`config.mk`:
```
export PLATFORM = sky130hd
export DESIGN_NAME = apu_event_sequencer
export DESIGN_NICKNAME = d
export VERILOG_FILES = /design/src/rtl/apu_event_sequencer.sv
export SDC_FILE = /design/constraint.sdc
export NUM_CORES = 1
export LEC_CHECK = 0
export BUFFER_PORTS_ARGS = -buffer_cell sky130_fd_sc_hd__buf_2
export CAP_MARGIN = 5
export CORE_MARGIN = 1.5
export CORE_UTILIZATION = 50
export CTS_BUF_LIST = sky130_fd_sc_hd__clkbuf_16
export CTS_CLUSTER_DIAMETER = 40
export DETAILED_ROUTE_END_ITERATION = 6
export GPL_TIMING_DRIVEN = 1
export HOLD_SLACK_MARGIN = 0.06
export PLACE_DENSITY = 0.73
export SETUP_SLACK_MARGIN = 0.02
export SYNTH_ARGS = -nofsm -noshare
export SYNTH_HDL_FRONTEND = slang
export SYNTH_SLANG_ARGS = --single-unit
```
`constraint.sdc`:
```
create_clock -name clk_i -period 6.9 [get_ports clk_i]
set_input_delay 0.345 -clock clk_i [delete_from_list [all_inputs] [get_ports clk_i]]
set_output_delay 0.345 -clock clk_i [all_outputs]
set_load 0.03 [all_outputs]
```
`src/rtl/apu_event_sequencer.sv`:
```
// Timed event FIFO replayed as register-file writes on the sample strobe; host writes always win the port.
// Delay-0 event writes 3 cycles after push; ready drops when full; APU_SEQ_IRQ_EN adds the low-water irq_o.
module apu_event_sequencer #(
  parameter int unsigned DEPTH         = 16,
  parameter int unsigned FREQ_OFFSET   = 1,
  parameter int unsigned GAIN_OFFSET   = 2,
  parameter int unsigned CTRL_OFFSET   = 0,
  parameter logic [31:0] NOTE_ON_CTRL  = 32'h0000_000F,
  parameter logic [31:0] NOTE_OFF_CTRL = 32'h0000_0005
`ifdef APU_SEQ_IRQ_EN
  ,
  parameter int unsigned LOW_WATER     = 4
`endif
) (
  input  logic                       clk_i,
  input  logic                       rst_i,
  input  logic                       run_i,
  input  logic                       flush_i,
  input  logic                       tick_i,
  input  logic                       event_valid_i,
  output logic                       event_ready_o,
  input  logic [15:0]                event_delay_i,
  input  logic [1:0]                 event_channel_i,
  input  logic [1:0]                 event_op_i,
  input  logic [31:0]                event_data_i,
  input  logic                       host_write_i,
  input  logic [10:0]                host_write_address_i,
  input  logic [31:0]                host_write_data_i,
  input  logic [3:0]                 host_write_strobe_i,
  output logic                       write_o,
  output logic [10:0]                write_address_o,
  output logic [31:0]                write_data_o,
  output logic [3:0]                 write_strobe_o,
  output logic                       busy_o,
  output logic [$clog2(DEPTH):0]     fifo_count_o,
  output logic                       irq_o
);

  localparam int unsigned AW = $clog2(DEPTH);
  localparam int unsigned CW = AW + 1;

  localparam logic [10:0] FREQ_OFF = 11'(FREQ_OFFSET);
  localparam logic [10:0] GAIN_OFF = 11'(GAIN_OFFSET);
  localparam logic [10:0] CTRL_OFF = 11'(CTRL_OFFSET);

  localparam logic [1:0] OP_SET_FREQ = 2'd0;
  localparam logic [1:0] OP_SET_GAIN = 2'd1;
  localparam logic [1:0] OP_NOTE_ON  = 2'd2;
  localparam logic [1:0] OP_NOTE_OFF = 2'd3;

  typedef struct packed {
    logic [15:0] delay;
    logic [1:0]  channel;
    logic [1:0]  op;
    logic [31:0] data;
  } event_t;

  typedef enum logic [1:0] {
    S_IDLE   = 2'd0,
    S_WAIT   = 2'd1,
    S_ISSUE1 = 2'd2,
    S_ISSUE2 = 2'd3
  } state_e;

  function automatic logic [10:0] reg_addr(input logic [1:0] ch, input logic [10:0] off);
    return 11'd1024 + {6'd0, ch, 3'd0} + off;
  endfunction

  event_t          mem_q [DEPTH];
  logic [AW-1:0]   wr_ptr_q, rd_ptr_q;
  logic [CW-1:0]   count_q, count_d;
  event_t          head;
  event_t          in_ev;
  logic            push, pop;

  state_e          state_q, state_d;
  logic [15:0]     cnt_q, cnt_d;
  logic [1:0]      ch_q, op_q;
  logic [31:0]     data_q;

  logic            seq_wr;
  logic [10:0]     seq_addr;
  logic [31:0]     seq_data;
  logic [3:0]      seq_strb;

  assign in_ev         = '{delay: event_delay_i, channel: event_channel_i,
                           op: event_op_i, data: event_data_i};
  assign head          = mem_q[rd_ptr_q];
  assign event_ready_o = (count_q != CW'(DEPTH));
  assign push          = event_valid_i & event_ready_o & ~flush_i;
  assign fifo_count_o  = count_q;
  assign busy_o        = (state_q != S_IDLE) | (count_q != '0);

  always_comb begin
    count_d = count_q;
    if (flush_i) begin
      count_d = '0;
    end else if (push && !pop) begin
      count_d = count_q + 1'b1;
    end else if (!push && pop) begin
      count_d = count_q - 1'b1;
    end
  end

  // Storage is not reset: occupancy is tracked solely by the pointers and count.
  always_ff @(posedge clk_i) begin
    if (push) begin
      mem_q[wr_ptr_q] <= in_ev;
    end
  end

  always_ff @(posedge clk_i) begin
    if (rst_i || flush_i) begin
      wr_ptr_q <= '0;
      rd_ptr_q <= '0;
      count_q  <= '0;
    end else begin
      if (push) wr_ptr_q <= wr_ptr_q + 1'b1;
      if (pop)  rd_ptr_q <= rd_ptr_q + 1'b1;
      count_q <= count_d;
    end
  end

  always_comb begin
    state_d  = state_q;
    cnt_d    = cnt_q;
    pop      = 1'b0;
    seq_wr   = 1'b0;
    seq_addr = '0;
    seq_data = '0;
    seq_strb = '0;
    case (state_q)
      S_IDLE: begin
        if (run_i && count_q != '0) begin
          pop     = 1'b1;
          cnt_d   = head.delay;
          state_d = S_WAIT;
        end
      end
      S_WAIT: begin
        if (run_i && (cnt_q == 16'd0 || (cnt_q == 16'd1 && tick_i))) begin
          state_d = S_ISSUE1;
        end else if (run_i && tick_i) begin
          cnt_d = cnt_q - 16'd1;
        end
      end
      S_ISSUE1: begin
        if (run_i && !host_write_i) begin
          seq_wr   = 1'b1;
          seq_strb = 4'b1111;
          state_d  = S_IDLE;
          case (op_q)
            OP_SET_FREQ: begin
              seq_addr = reg_addr(ch_q, FREQ_OFF);
              seq_data = data_q;
            end
            OP_SET_GAIN: begin
              seq_addr = reg_addr(ch_q, GAIN_OFF);
              seq_data = {16'b0, data_q[15:0]};
              seq_strb = 4'b0011;
            end
            OP_NOTE_ON: begin
              seq_addr = reg_addr(ch_q, FREQ_OFF);
              seq_data = data_q;
              state_d  = S_ISSUE2;
            end
            default: begin
              seq_addr = reg_addr(ch_q, CTRL_OFF);
              seq_data = NOTE_OFF_CTRL;
            end
          endcase
        end
      end
      S_ISSUE2: begin
        if (run_i && !host_write_i) begin
          seq_wr   = 1'b1;
          seq_addr = reg_addr(ch_q, CTRL_OFF);
          seq_data = NOTE_ON_CTRL;
          seq_strb = 4'b1111;
          state_d  = S_IDLE;
        end
      end
      default: state_d = S_IDLE;
    endcase
    // Flush aborts whatever is in flight, including the second half of a NOTE_ON.
    if (flush_i) begin
      state_d = S_IDLE;
      cnt_d   = '0;
      pop     = 1'b0;
      seq_wr  = 1'b0;
    end
  end

  always_ff @(posedge clk_i) begin
    if (rst_i) begin
      state_q <= S_IDLE;
      cnt_q   <= '0;
      ch_q    <= '0;
      op_q    <= '0;
      data_q  <= '0;
    end else begin
      state_q <= state_d;
      cnt_q   <= cnt_d;
      if (pop) begin
        ch_q   <= head.channel;
        op_q   <= head.op;
        data_q <= head.data;
      end
    end
  end

  always_comb begin
    write_o         = 1'b0;
    write_address_o = '0;
    write_data_o    = '0;
    write_strobe_o  = '0;
    if (host_write_i) begin
      write_o         = 1'b1;
      write_address_o = host_write_address_i;
      write_data_o    = host_write_data_i;
      write_strobe_o  = host_write_strobe_i;
    end else if (seq_wr) begin
      write_o         = 1'b1;
      write_address_o = seq_addr;
      write_data_o    = seq_data;
      write_strobe_o  = seq_strb;
    end
  end

`ifdef APU_SEQ_IRQ_EN
  localparam logic [CW-1:0] LW = CW'(LOW_WATER);

  logic irq_q, irq_d;

  always_comb begin
    irq_d = irq_q;
    if (flush_i) begin
      irq_d = 1'b0;
    end else if (count_q > LW && count_d <= LW) begin
      irq_d = 1'b1;
    end else if (push && count_d > LW) begin
      irq_d = 1'b0;
    end
  end

  always_ff @(posedge clk_i) begin
    if (rst_i) begin
      irq_q <= 1'b0;
    end else begin
      irq_q <= irq_d;
    end
  end

  assign irq_o = irq_q;
`else
  assign irq_o = 1'b0;
`endif

endmodule

```
Word-level counts from Yosys, hierarchy flattened
Memories as Yosys holds them, arrays and structs flattened. A register that Yosys moved wholly into a read port is not among the register bits.
Index checks and enable logic that the tools add are counted.
{"block": "totals", "reg_bits": 67, "ramBits": 832, "inputBits": 106, "out_inout_bits": 56, "word_cells": 101, "n_memories": 1}
{"memory": "mem_q", "words": 16, "word_bits": 52, "read_ports": 1, "rd_ports_with_merged_regs": 1, "write_ports": 1, "line": "69", "rtl": "event_t mem_q [DEPTH];"}
{"block": "op_classes", "add_sub_neg": 8, "n_eq_ne": 13, "muxes": 42, "bitwise": 4, "n_reduce_logical": 25}
{"cell": "$pmux 32 s2", "n": 2}
{"cell": "$mux 32", "n": 3}
{"cell": "$mux 16", "n": 3}
{"cell": "$mux 11", "n": 4}
{"cell": "$pmux 11 s2", "n": 2}
{"cell": "$mux 4", "n": 8}
{"cell": "$pmux 16 s2", "n": 1}
{"cell": "$eq 16x1->1 const B", "n": 1}
{"cell": "$logic_not 16->1", "n": 1}
{"cell": "$sub 16x1->16 const B", "n": 1}
{"cell": "$ne 2x2->1 const B", "n": 6}
{"cell": "$add 11x1->11 const B", "n": 1}
{"cell": "$add 11x2->11 const B", "n": 1}
{"cell": "$add 11x5->11 const A", "n": 1}
{"cell": "$mux 1", "n": 10}
{"cell": "$mux 2", "n": 5}
{"cell": "$mux 5", "n": 2}
{"cell": "$add 4x1->4 const B", "n": 2}
{"cell": "$pmux 2 s4", "n": 1}
{"cell": "$pmux 4 s2", "n": 1}
{"cell": "$reduce_and 4->1", "n": 2}
{"cell": "$reduce_or 2->1", "n": 4}
{"cell": "$logic_and 1x1->1", "n": 7}
{"cell": "$eq 2x2->1 const B", "n": 3}
{"cell": "12 further kinds", "n": 20}

Logic depth before layout (Yosys ltp)
Gate-level depths: netlist (run 1).
{"block": "logic_depth", "depth_word": 8, "ltp_mapped": 13, "mapped_depth_nobuf": 11}

Worst setup path before layout (run 1)
OpenSTA, ideal clock, no wires.
{"block": "synth_path", "path_kind": "register -> register", "start": "register count_q[0], in the netlist fifo_count_o[0]", "end": "memory mem_q[3][0] in the netlist's numbering (enable)", "setup_ns": 0.526, "arrival_ns": 5.069, "t_required_ns": 6.374, "setup_slack_ns": 1.305, "stages_incl_launch_ff": 5, "path_buffers": 0, "period_less_slack_ns": 5.595, "cell_sequence": "dfxtp_1 > nor4_2 > a211oi_1 > nand2_1 > nor3_1"}
{"block": "synth_via", "elab_chain_len": 5}
{"element": "start, declared", "line": "71", "rtl": "logic [CW-1:0] count_q, count_d;"}
{"element": "start signal, assigned", "line": "120", "rtl": "count_q <= count_d;"}
{"element": "$ne 5x5->1", "line": "89", "rtl": "assign event_ready_o = (count_q != CW'(DEPTH));"}
{"element": "$and 1x1->1 (2 in a row)", "line": "90", "rtl": "assign push = event_valid_i & event_ready_o & ~flush_i;"}
{"element": "via push", "line": "74", "rtl": "logic push, pop;"}
{"element": "$mux 1", "line": "107", "rtl": "if (push) begin"}
{"element": "$mux 1 (not written as such)", "line": "108", "rtl": "mem_q[wr_ptr_q] <= in_ev;"}
{"element": "end, declared", "line": "69"}
The timed path passes the listed nets, and every way through them passes these cells.

Final worst setup path (run 1)
{"block": "layout_path", "start": "register count_q[0], in the netlist fifo_count_o[0]", "end": "register count_q[4], in the netlist fifo_count_o[4]"}
{"block": "layout_via", "elab_chain_len": 8, "elab_cells_between_ends": 17, "cone_classes": "2 x add/sub; 1 x eq/ne; 5 x mux; 2 x bitwise; 7 x reduce/logical"}
{"element": "$reduce_bool 5->1", "line": "134", "rtl": "if (run_i && count_q != '0) begin"}
{"element": "$logic_and 1x1->1", "line": "134"}
{"element": "$mux 1", "line": "134"}
{"element": "$mux 1", "line": "132", "rtl": "case (state_q)"}
{"element": "$mux 1", "line": "186", "rtl": "if (flush_i) begin"}
{"element": "$logic_not 1->1", "line": "98", "rtl": "end else if (push && !pop) begin"}
{"element": "$logic_and 1x1->1", "line": "98"}
{"element": "$mux 5 / $reduce_bool 2->1 (equally long branches)"}
Several ways; a longest one is shown, not always the timed one. The select of a mux whose other input is x is not followed.
A chain may end at the register's enable or synchronous reset.

==> results.json, run 1 <==
{
  "outcome": "complete, no violations",
  "synth_nets": 1807,
  "r2r_cells": 12,
  "synthTopCellsByArea": "edfxtp_1 71%, mux4_2 16%, dfxtp_1 4.1%, nand2_1 1.1%, a22o_1 0.85%",
  "portBuffers": 160,
  "critPathLaunchType": "flip-flop",
  "synth_ff_type": "edfxtp_1",
  "overflow": 0,
  "period_share": 0.646,
  "grt_pass1_vias": 18745,
  "mostFrequentLayoutCell": "edfxtp_1",
  "min_to": "mem_q[6][51]$_DFFE_PP_",
  "vias_per_cell": 6.08,
  "worst_pin_slew_ns": 1.21,
  "via_count": 18041,
  "p_per_area_nw_per_um2": 292,
  "grt_max_degree": 100,
  "drt_iter0_drc": 2152,
  "synth_seq_area_share": 0.754,
  "min_path_type": "in2reg",
  "worst-path-max-fanout": 40,
  "yosysTopAreaCellShare": 0.714,
  "drive_gt1_frac": 0.323,
  "critical_path_class": "reg2reg",
  "htreeDepth": 3,
  "crit_slowest_cell": "nor4_2",
  "tns_ns": 0,
  "finalCriticalPeriod_ns": 4.46,
  "clock_skew_ns": 0.0207,
  "placementRows": 96,
  "initial_core_util": 0.508,
  "final-setup-viol-count": 0,
  "crit_path_cell_trace": "nor4_2 > a211oi_4 > buf_4 > inv_2 > ha_1 > inv_1 > fa_1 > a21o_1 > a21oi_1 > xnor2_1 > or3_1 > a21oi_1",
  "finalHoldViolCount": 0,
  "critPathMostFrequentCell": "a21oi_1",
  "core-area_um2": 68900,
  "dr.pass1.iters": 7,
  "grt_pass1_wl_um": 121000,
  "die_w_um": 268,
  "final_cell_mix": "832 x edfxtp_1, 242 x mux4_2, 160 x buf_2, 105 x nand2_1, 105 x clkbuf_16",
  "grt_antenna_before_repair": 7,
  "slew_headroom": 0.191,
  "hold_depth": 1,
  "ys_ff_latch": 903,
  "clk_path_buf_depth": 3,
  "dieArea_um2": 71600,
  "min_from": "event_delay_i[15]",
  "layout.nets": 2061,
  "worstPathRequired_ns": 7.48,
  "yosys.area.top_type": "edfxtp_1",
  "whs_ns": 0.0915,
  "hpwl_um": 42000,
  "area_growth_pct": 17.1,
  "p_leak_nw": 12.9,
  "boundaryPins": 162,
  "ys_types": 61,
  "cts_sinks": 903,
  "cp_slowest_stage_delay_ns": 0.85,
  "grt.total_usage": 0.234,
  "cp.arrival_ns": 5.04,
  "cp-end-kind": "flip-flop",
  "dieHeight_um": 268,
  "insertion_delay_ns": 0.67,
  "synth.cell_area_um2": 35000,
  "cp_top_family": "buffers and inverters",
  "post_cts_buffers": 0,
  "gp_congestion": 0.795,
  "async_flop_share": 0,
  "cts_tree": "yes",
  "ir_drop_v": 0.000167,
  "cp_num_buf_inv": 3,
  "worstReg2RegEnd": "fifo_count_o[4]$_SDFFE_PP0P_",
  "post-route-drc-count": 0,
  "yosys_warnings": 0,
  "wl_um": 81500,
  "netlist_instances": 1688,
  "clkTransAtPathRegs_ns": 0.06,
  "regToRegSetupSlack_ns": 2.44,
  "numCtsBuffers": 104,
  "wl_per_cell_um": 27.5,
  "maxCapViolCount": 0,
  "max_freq_ghz": 0.224,
  "final_antenna_net_count": 0,
  "rsz0062_at_grt": "false",
  "synth-edff-count": 832,
  "r2r-start": "fifo_count_o[0]$_SDFFE_PP0P_",
  "syn_avg_cell_area_um2": 20.7,
  "cts_root_buf": "clkbuf_16",
  "drv_slew": 0
}
-- cell usage after synthesis (all sizes together), types with 3 or more instances --
library cell and number:
nor4 4, a211oi 3, or4 7, clkbuf 54
o211ai 6, nor2b 6, nand4 9, a21o 7
nand2b 10, and2 8, xor2 6, o31ai 3
mux2 4, ha 12, o2111ai 4, xnor2 5
edfxtp 832, a21oi 58, mux4 242, nor2 42
nor3 11, mux2i 25, a22o 34, buf 40
dfxtp 71, nand3 10, a22oi 7, inv 9
o21ai 17, or3 3, a31oi 6, nand2 105
nand3b 5
-- flip-flops by register name, summed over array words and instances, names as in the netlist, named ones only --
| name | flops |
|---|---|
| fifo_count_o | 5 |
| ch_q | 2 |
| op_q | 2 |
| rd_ptr_q | 4 |
| wr_ptr_q | 4 |
| cnt_q | 16 |
| state_q | 2 |
| data_q | 32 |
| mem_q | 832 |
-- worst max-delay path by stage --
stage / startpoint / to / cells past startpoint
floorplan: fifo_count_o[0]$_SDFFE_PP0P_ / mem_q[3][0]$_DFFE_PP_ / 4
CTS: fifo_count_o[0]$_SDFFE_PP0P_ / fifo_count_o[4]$_SDFFE_PP0P_ / 12
detailed placement: fifo_count_o[0]$_SDFFE_PP0P_ / fifo_count_o[4]$_SDFFE_PP0P_ / 12
finish: fifo_count_o[0]$_SDFFE_PP0P_ / fifo_count_o[4]$_SDFFE_PP0P_ / 12
global placement: fifo_count_o[0]$_SDFFE_PP0P_ / fifo_count_o[4]$_SDFFE_PP0P_ / 12
global route: fifo_count_o[0]$_SDFFE_PP0P_ / fifo_count_o[4]$_SDFFE_PP0P_ / 12
-- routing by layer --
| metal | vias up | wire, um | global-route usage |
|---|---|---|---|
| li1 | 7544 | - | - |
| met1 | 9422 | 31300 | 0.320 |
| met2 | 915 | 40100 | 0.379 |
| met3 | 150 | 7960 | 0.0516 |
| met4 | 10 | 2030 | 0.0765 |
| met5 | - | 65 | 0 |
-- cells by family (layout without fill, tap and decap cells) --
kind of cell / Yosys count / after routing / share of synthesized area
adders and majority gates: 13 / 13 / 0.00486
other: 1 / 3 / 0.000107
xor gates and xnor gates: 11 / 11 / 0.00275
buffers and inverters: 103 / 449 / 0.0123
muxes: 271 / 271 / 0.164
DFF: 903 / 903 / 0.754
and+or+nand+nor: 227 / 227 / 0.0308
AOI/OAI and AO/OA: 159 / 159 / 0.0308
-- layout make-up --
class | instances | area, um^2
Tap cell | 931 | 1160
Timing Repair Buffer | 242 | 1550
Multi-Input combinational cell | 682 | 8310
Fill cell | 4838 | 27900
Clock buffer | 105 | 2630
Antenna cell | 2 | 5.00
Clock inverter | 93 | 886
Inverter | 9 | 33.8
Sequential cell | 903 | 26400
-- worst reg2reg max path, cell delays in order, from the launching register on --
cell,delay [ns]
dfxtp_1,0.37
nor4_2,0.85
a211oi_4,0.14
buf_4,0.38
inv_2,0.83
ha_1,0.34
inv_1,0.12
fa_1,0.42
a21o_1,0.18
a21oi_1,0.19
xnor2_1,0.10
or3_1,0.31
a21oi_1,0.15
-- power breakdown --
part	total, mW	internal [mW]	switching [mW]
Sequential	6.04	6.01	0.0294
Clock	5.46	3.18	2.28
Combinational	0.487	0.182	0.305
Total	12.0	9.37	2.62
-- per-stage QoR --
step | setup slack [ns] | cells | area (um^2) | util | power, mW
2_1_floorplan | 1.31 | 1688 | 35000 | - | 6.42
3_3_place_gp | 2.57 | 2718 | 37000 | 0.536 | 6.60
3_5_place_dp | 2.53 | 2718 | 37000 | 0.536 | 6.61
4_1_cts | 2.47 | 2965 | 41000 | 0.595 | 12.0
5_1_grt | 2.20 | 2966 | 41000 | 0.595 | 12.3
6_report | 2.44 | 2967 | 41000 | 0.595 | 12.0
-- timing repair --
action,in CTS,in global routing
hold buffers,49,0
endpoints found under the hold margin,770,0
resized for setup,0,0
(Power assumes the default switching activity.)
==> inputs of run 2 (changes only) <==
PLACE_DENSITY = 0.76   (was 0.73)
clock period = 3.7 ns   (was 6.9 ns; I/O delays follow)
==> results.json, run 2 (same netlist as run 1, synthesis figures left out) <==
{
  "outcome": "complete, no violations",
  "dp_cells": 2740,
  "gp_congestion": 0.814,
  "min_from": "rst_i",
  "clock_skew_ns": 0.0397,
  "worstPathRequired_ns": 3.51,
  "cts_root_buf": "clkbuf_16",
  "p_leak_nw": 13.4,
  "crit_path_cell_trace": "nor2b_1 > nand2b_1 > nor3_2 > buf_4 > a22o_1 > buf_2",
  "wl_per_cell_um": 28.1,
  "final_cell_mix": "832 x edfxtp_1, 242 x mux4_2, 160 x buf_2, 114 x clkbuf_16, 105 x nand2_1",
  "wl_um": 84300,
  "maxCapViolCount": 0,
  "grt_antenna_before_repair": 3,
  "initial_core_util": 0.508,
  "post-route-drc-count": 0,
  "vias_per_cell": 6.08,
  "slew_headroom": 0.467,
  "dr.pass1.iters": 6,
  "final-setup-viol-count": 0,
  "placementRows": 96,
  "drt_iter0_drc": 2093,
  "largest_reg_flops": 832,
  "reg.largest.list": "mem_q x832, data_q x32, cnt_q x16",
  "critPathLaunchType": "flip-flop",
  "p_per_area_nw_per_um2": 561,
  "worst_pin_slew_ns": 0.800,
  "dieArea_um2": 71600,
  "portBuffers": 160,
  "fill_cells": 4657,
  "grt_pass1_vias": 18952,
  "post_cts_resized": 0,
  "startpoint": "state_q[1]$_SDFFE_PP0P_",
  "grt_max_degree": 54,
  "finalHoldViolCount": 0,
  "tns_ns": 0,
  "ir_drop_v": 0.000363,
  "fin_cells": 3004,
  "crit_slowest_cell": "nor3_2",
  "htreeDepth": 3,
  "regToRegSetupSlack_ns": 0.84,
  "critical_path_class": "reg2out",
  "drive_gt1_frac": 0.332,
  "hpwl_um": 43500,
  "r2r-start": "fifo_count_o[0]$_SDFFE_PP0P_",
  "period_share": 0.897,
  "clk_path_buf_depth": 3,
  "cp_top_family": "simple AND/OR/NAND/NOR gates",
  "core-area_um2": 68900,
  "overflow": 0,
  "finalCriticalPeriod_ns": 3.32,
  "mostFrequentLayoutCell": "edfxtp_1",
  "via_count": 18273,
  "drv_slew": 0,
  "cp-end-kind": "output port",
  "final_antenna_net_count": 0,
  "max_freq_ghz": 0.301,
  "cts_tree": "yes",
  "antenna_cells": 0,
  "layout.nets": 2095,
  "grt_pass1_wl_um": 124000,
  "min_path_type": "in2reg",
  "rsz0062_at_grt": "false",
  "area_growth_pct": 19.9,
  "boundaryPins": 162,
  "cp.arrival_ns": 3.13,
  "die_w_um": 268,
  "grt.total_usage": 0.240,
  "dieHeight_um": 268,
  "worst-path-max-fanout": 14,
  "insertion_delay_ns": 0.67,
  "cp_num_buf_inv": 2,
  "cts_sinks": 903,
  "cp_slowest_stage_delay_ns": 0.55,
  "regMostFlops": "mem_q",
  "numCtsBuffers": 110,
  "clkTransAtPathRegs_ns": 0.06
}
run 2: cell count changes in the layout (fill, tap and decap cells not counted), moves of 5 or more:
| cell | previous run | this run |
|---|---|---|
| inv_6 | 11 | 16 |
| dlygate4sd3_1 | 49 | 55 |
| clkinvlp_4 | 18 | 8 |
| bufinv_16 | 9 | 17 |
| buf_12 | 1 | 27 |
| clkbuf_16 | 105 | 114 |
| clkinv_4 | 15 | 6 |
run 2: cell type report:
type                            instances  area, um^2  area share
Clock inverter                         95        1080      0.0257
Multi-Input combinational cell        682        8330       0.198
Timing Repair Buffer                  270        2100      0.0501
Tap cell                              931        1160      0.0277
Clock buffer                          114        2850      0.0680
Sequential cell                       903       26400       0.629
Inverter                                9        33.8    0.000805
run 2: worst min-delay path, stage by stage:
cell	delay (ns)
buf_2	0.10
buf_4	0.36
a21oi_1	0.21
run 2: per-layer routing:
layer  wire [um]  global-route usage  share of wire
met4        1830              0.0684          0.022
met5          17                   0        0.00020
met1       32400               0.324           0.38
met3        8420              0.0580           0.10
met2       41700               0.392           0.49
run 2: final timing paths:
kind                                  end  depth (start not counted)
max reg2reg  fifo_count_o[4]$_SDFFE_PP0P_                         12
min               data_q[16]$_SDFFE_PP0P_                          3
max                      write_data_o[26]                          6
min reg2reg       data_q[26]$_SDFFE_PP0P_                          2
run 2: report_power, final:
part / internal (mW) / total [mW] / switching, mW / leakage (nW)
Clock: 6.90 / 11.3 / 4.44 / 1.96
Sequential: 11.2 / 11.3 / 0.0475 / 8.07
Combinational: 0.358 / 0.946 / 0.589 / 3.34
Total: 18.5 / 23.5 / 5.07 / 13.4
run 2: stage by stage:
stage / hold WS [ns] / setup WS [ns] / instance area, um^2 / utilization / power (mW)
after floorplan: 0.284 / -0.502 / 35000 / - / 12.0
after global placement: 0.442 / 0.942 / 37500 / 0.544 / 12.3
after detailed placement: 0.450 / 0.870 / 37500 / 0.544 / 12.3
after CTS: 0.191 / 0.409 / 42000 / 0.609 / 23.7
after global routing: 0.239 / 0.204 / 42000 / 0.609 / 24.1
final: 0.235 / 0.381 / 42000 / 0.609 / 23.5
run 2: repair_timing:
| item | CTS | global route |
|---|---|---|
| setup buffers | 0 | 0 |
| hold buffers | 55 | 0 |
| hold endpoints to repair | 840 | 0 |
==> inputs of run 3 (changes only) <==
PLACE_DENSITY = 0.73   (was 0.76)
clock period = 4.3 ns   (was 3.7 ns; I/O delays follow)
==> results.json, run 3 (same netlist as run 1, synthesis figures left out) <==
{
  "maxCapViolCount": 0,
  "post-route-util": 0.607,
  "initial_core_util": 0.508,
  "p_leak_nw": 13.3,
  "tns_ns": 0,
  "cp.arrival_ns": 3.30,
  "clock_skew_ns": 0.0482,
  "critPathLaunchType": "flip-flop",
  "vias_per_cell": 6.14,
  "worstPathRequired_ns": 4.09,
  "post-route-drc-count": 0,
  "whs_ns": 0.204,
  "max_freq_ghz": 0.285,
  "cts_tree": "yes",
  "final_antenna_net_count": 0,
  "overflow": 0,
  "drv_slew": 0,
  "area_growth_pct": 19.5,
  "clk_path_buf_depth": 3,
  "boundaryPins": 162,
  "wl_um": 85700,
  "post_cts_resized": 0,
  "core-area_um2": 68900,
  "finalHoldViolCount": 0,
  "cts_root_buf": "clkbuf_16",
  "gp_congestion": 0.831,
  "pre_cts_ws_ns": 1.19,
  "dp_cells": 2740,
  "grt_max_degree": 53,
  "fin_cells": 3001,
  "ir_drop_v": 0.000362,
  "post_cts_buffers": 0,
  "via_count": 18431,
  "cts_sinks": 903,
  "reg.largest.list": "mem_q x832, data_q x32, cnt_q x16",
  "worst_slack_ns": 0.788,
  "clkTransAtPathRegs_ns": 0.07,
  "cts_hold_buf": 55,
  "grt_pass1_vias": 19163,
  "period_share": 0.817,
  "htreeDepth": 3,
  "slew_headroom": 0.126,
  "worst-path-max-fanout": 14,
  "critical_path_class": "reg2out",
  "portBuffers": 160,
  "drt_iter0_drc": 2079,
  "drive_gt1_frac": 0.330,
  "hpwl_um": 46700,
  "rsz0062_at_grt": "false",
  "p_per_area_nw_per_um2": 485,
  "grt_antenna_before_repair": 3,
  "finalCriticalPeriod_ns": 3.51,
  "wl_per_cell_um": 28.6,
  "placementRows": 96,
  "worst_pin_slew_ns": 1.31,
  "insertion_delay_ns": 0.69,
  "final-setup-viol-count": 0,
  "largest_reg_flops": 832,
  "die_w_um": 268,
  "grt.total_usage": 0.245,
  "final_cell_mix": "832 x edfxtp_1, 242 x mux4_2, 160 x buf_2, 110 x clkbuf_16, 105 x nand2_1",
  "mostFrequentLayoutCell": "edfxtp_1",
  "dieArea_um2": 71600,
  "layout.nets": 2094,
  "numCtsBuffers": 109,
  "dieHeight_um": 268,
  "grt_pass1_wl_um": 126000,
  "min_path_type": "in2reg",
  "dr.pass1.iters": 7,
  "outcome": "complete, no violations",
  "regMostFlops": "mem_q",
  "cp-end-kind": "output port"
}
## run 3: path summary, 6_finish.rpt
check	startpoint	endpoint	slack, ns	cells past startpoint
setup / recovery	state_q[1]$_SDFFE_PP0P_	write_data_o[26]	0.79	6
hold / removal	rst_i	op_q[1]$_SDFFE_PP0P_	0.20	3
setup reg to reg	fifo_count_o[0]$_SDFFE_PP0P_	fifo_count_o[4]$_SDFFE_PP0P_	1.15	11
hold reg to reg	data_q[19]$_SDFFE_PP0P_	data_q[19]$_SDFFE_PP0P_	0.46	2
## run 3: cell type report
type	count	area [um^2]
clock buffer	110	2750
antenna	1	2.50
inverter	9	33.8
timing repair buffer	270	1950
tap	931	1160
clock inverter	95	1180
sequential	903	26400
fill	4681	27100
multi-input combinational	682	8330
## run 3: stage by stage
stage | instance area, um^2 | total power, mW
after global placement | 37300 | 10.6
after detailed placement | 37300 | 10.6
after global routing | 41800 | 20.8
after CTS | 41800 | 20.4
after floorplan | 35000 | 10.3
final | 41800 | 20.3
## run 3: report_power, final
group / internal, mW / switching (mW)
sequential: 9.65 / 0.0440
clock: 6.04 / 3.75
combinational: 0.303 / 0.519
total: 16.0 / 4.31
## run 3: routing by layer
layer	GRT usage	vias to the layer above	part of all wire	wire, um
met5	0	-	0.00043	37
met4	0.0861	6	0.027	2300
met3	0.0630	140	0.11	9230
met2	0.389	1047	0.48	41300
met1	0.333	9630	0.38	32800
li1	-	7608	-	-
## run 3: worst max-delay path, stage by stage, from the launching register on
cell      delay, ns
dfxtp_1        0.45
nor2b_1        0.24
nand2b_1       0.45
nor3_2         0.65
buf_4          0.43
a22o_1         0.19
buf_2          0.21
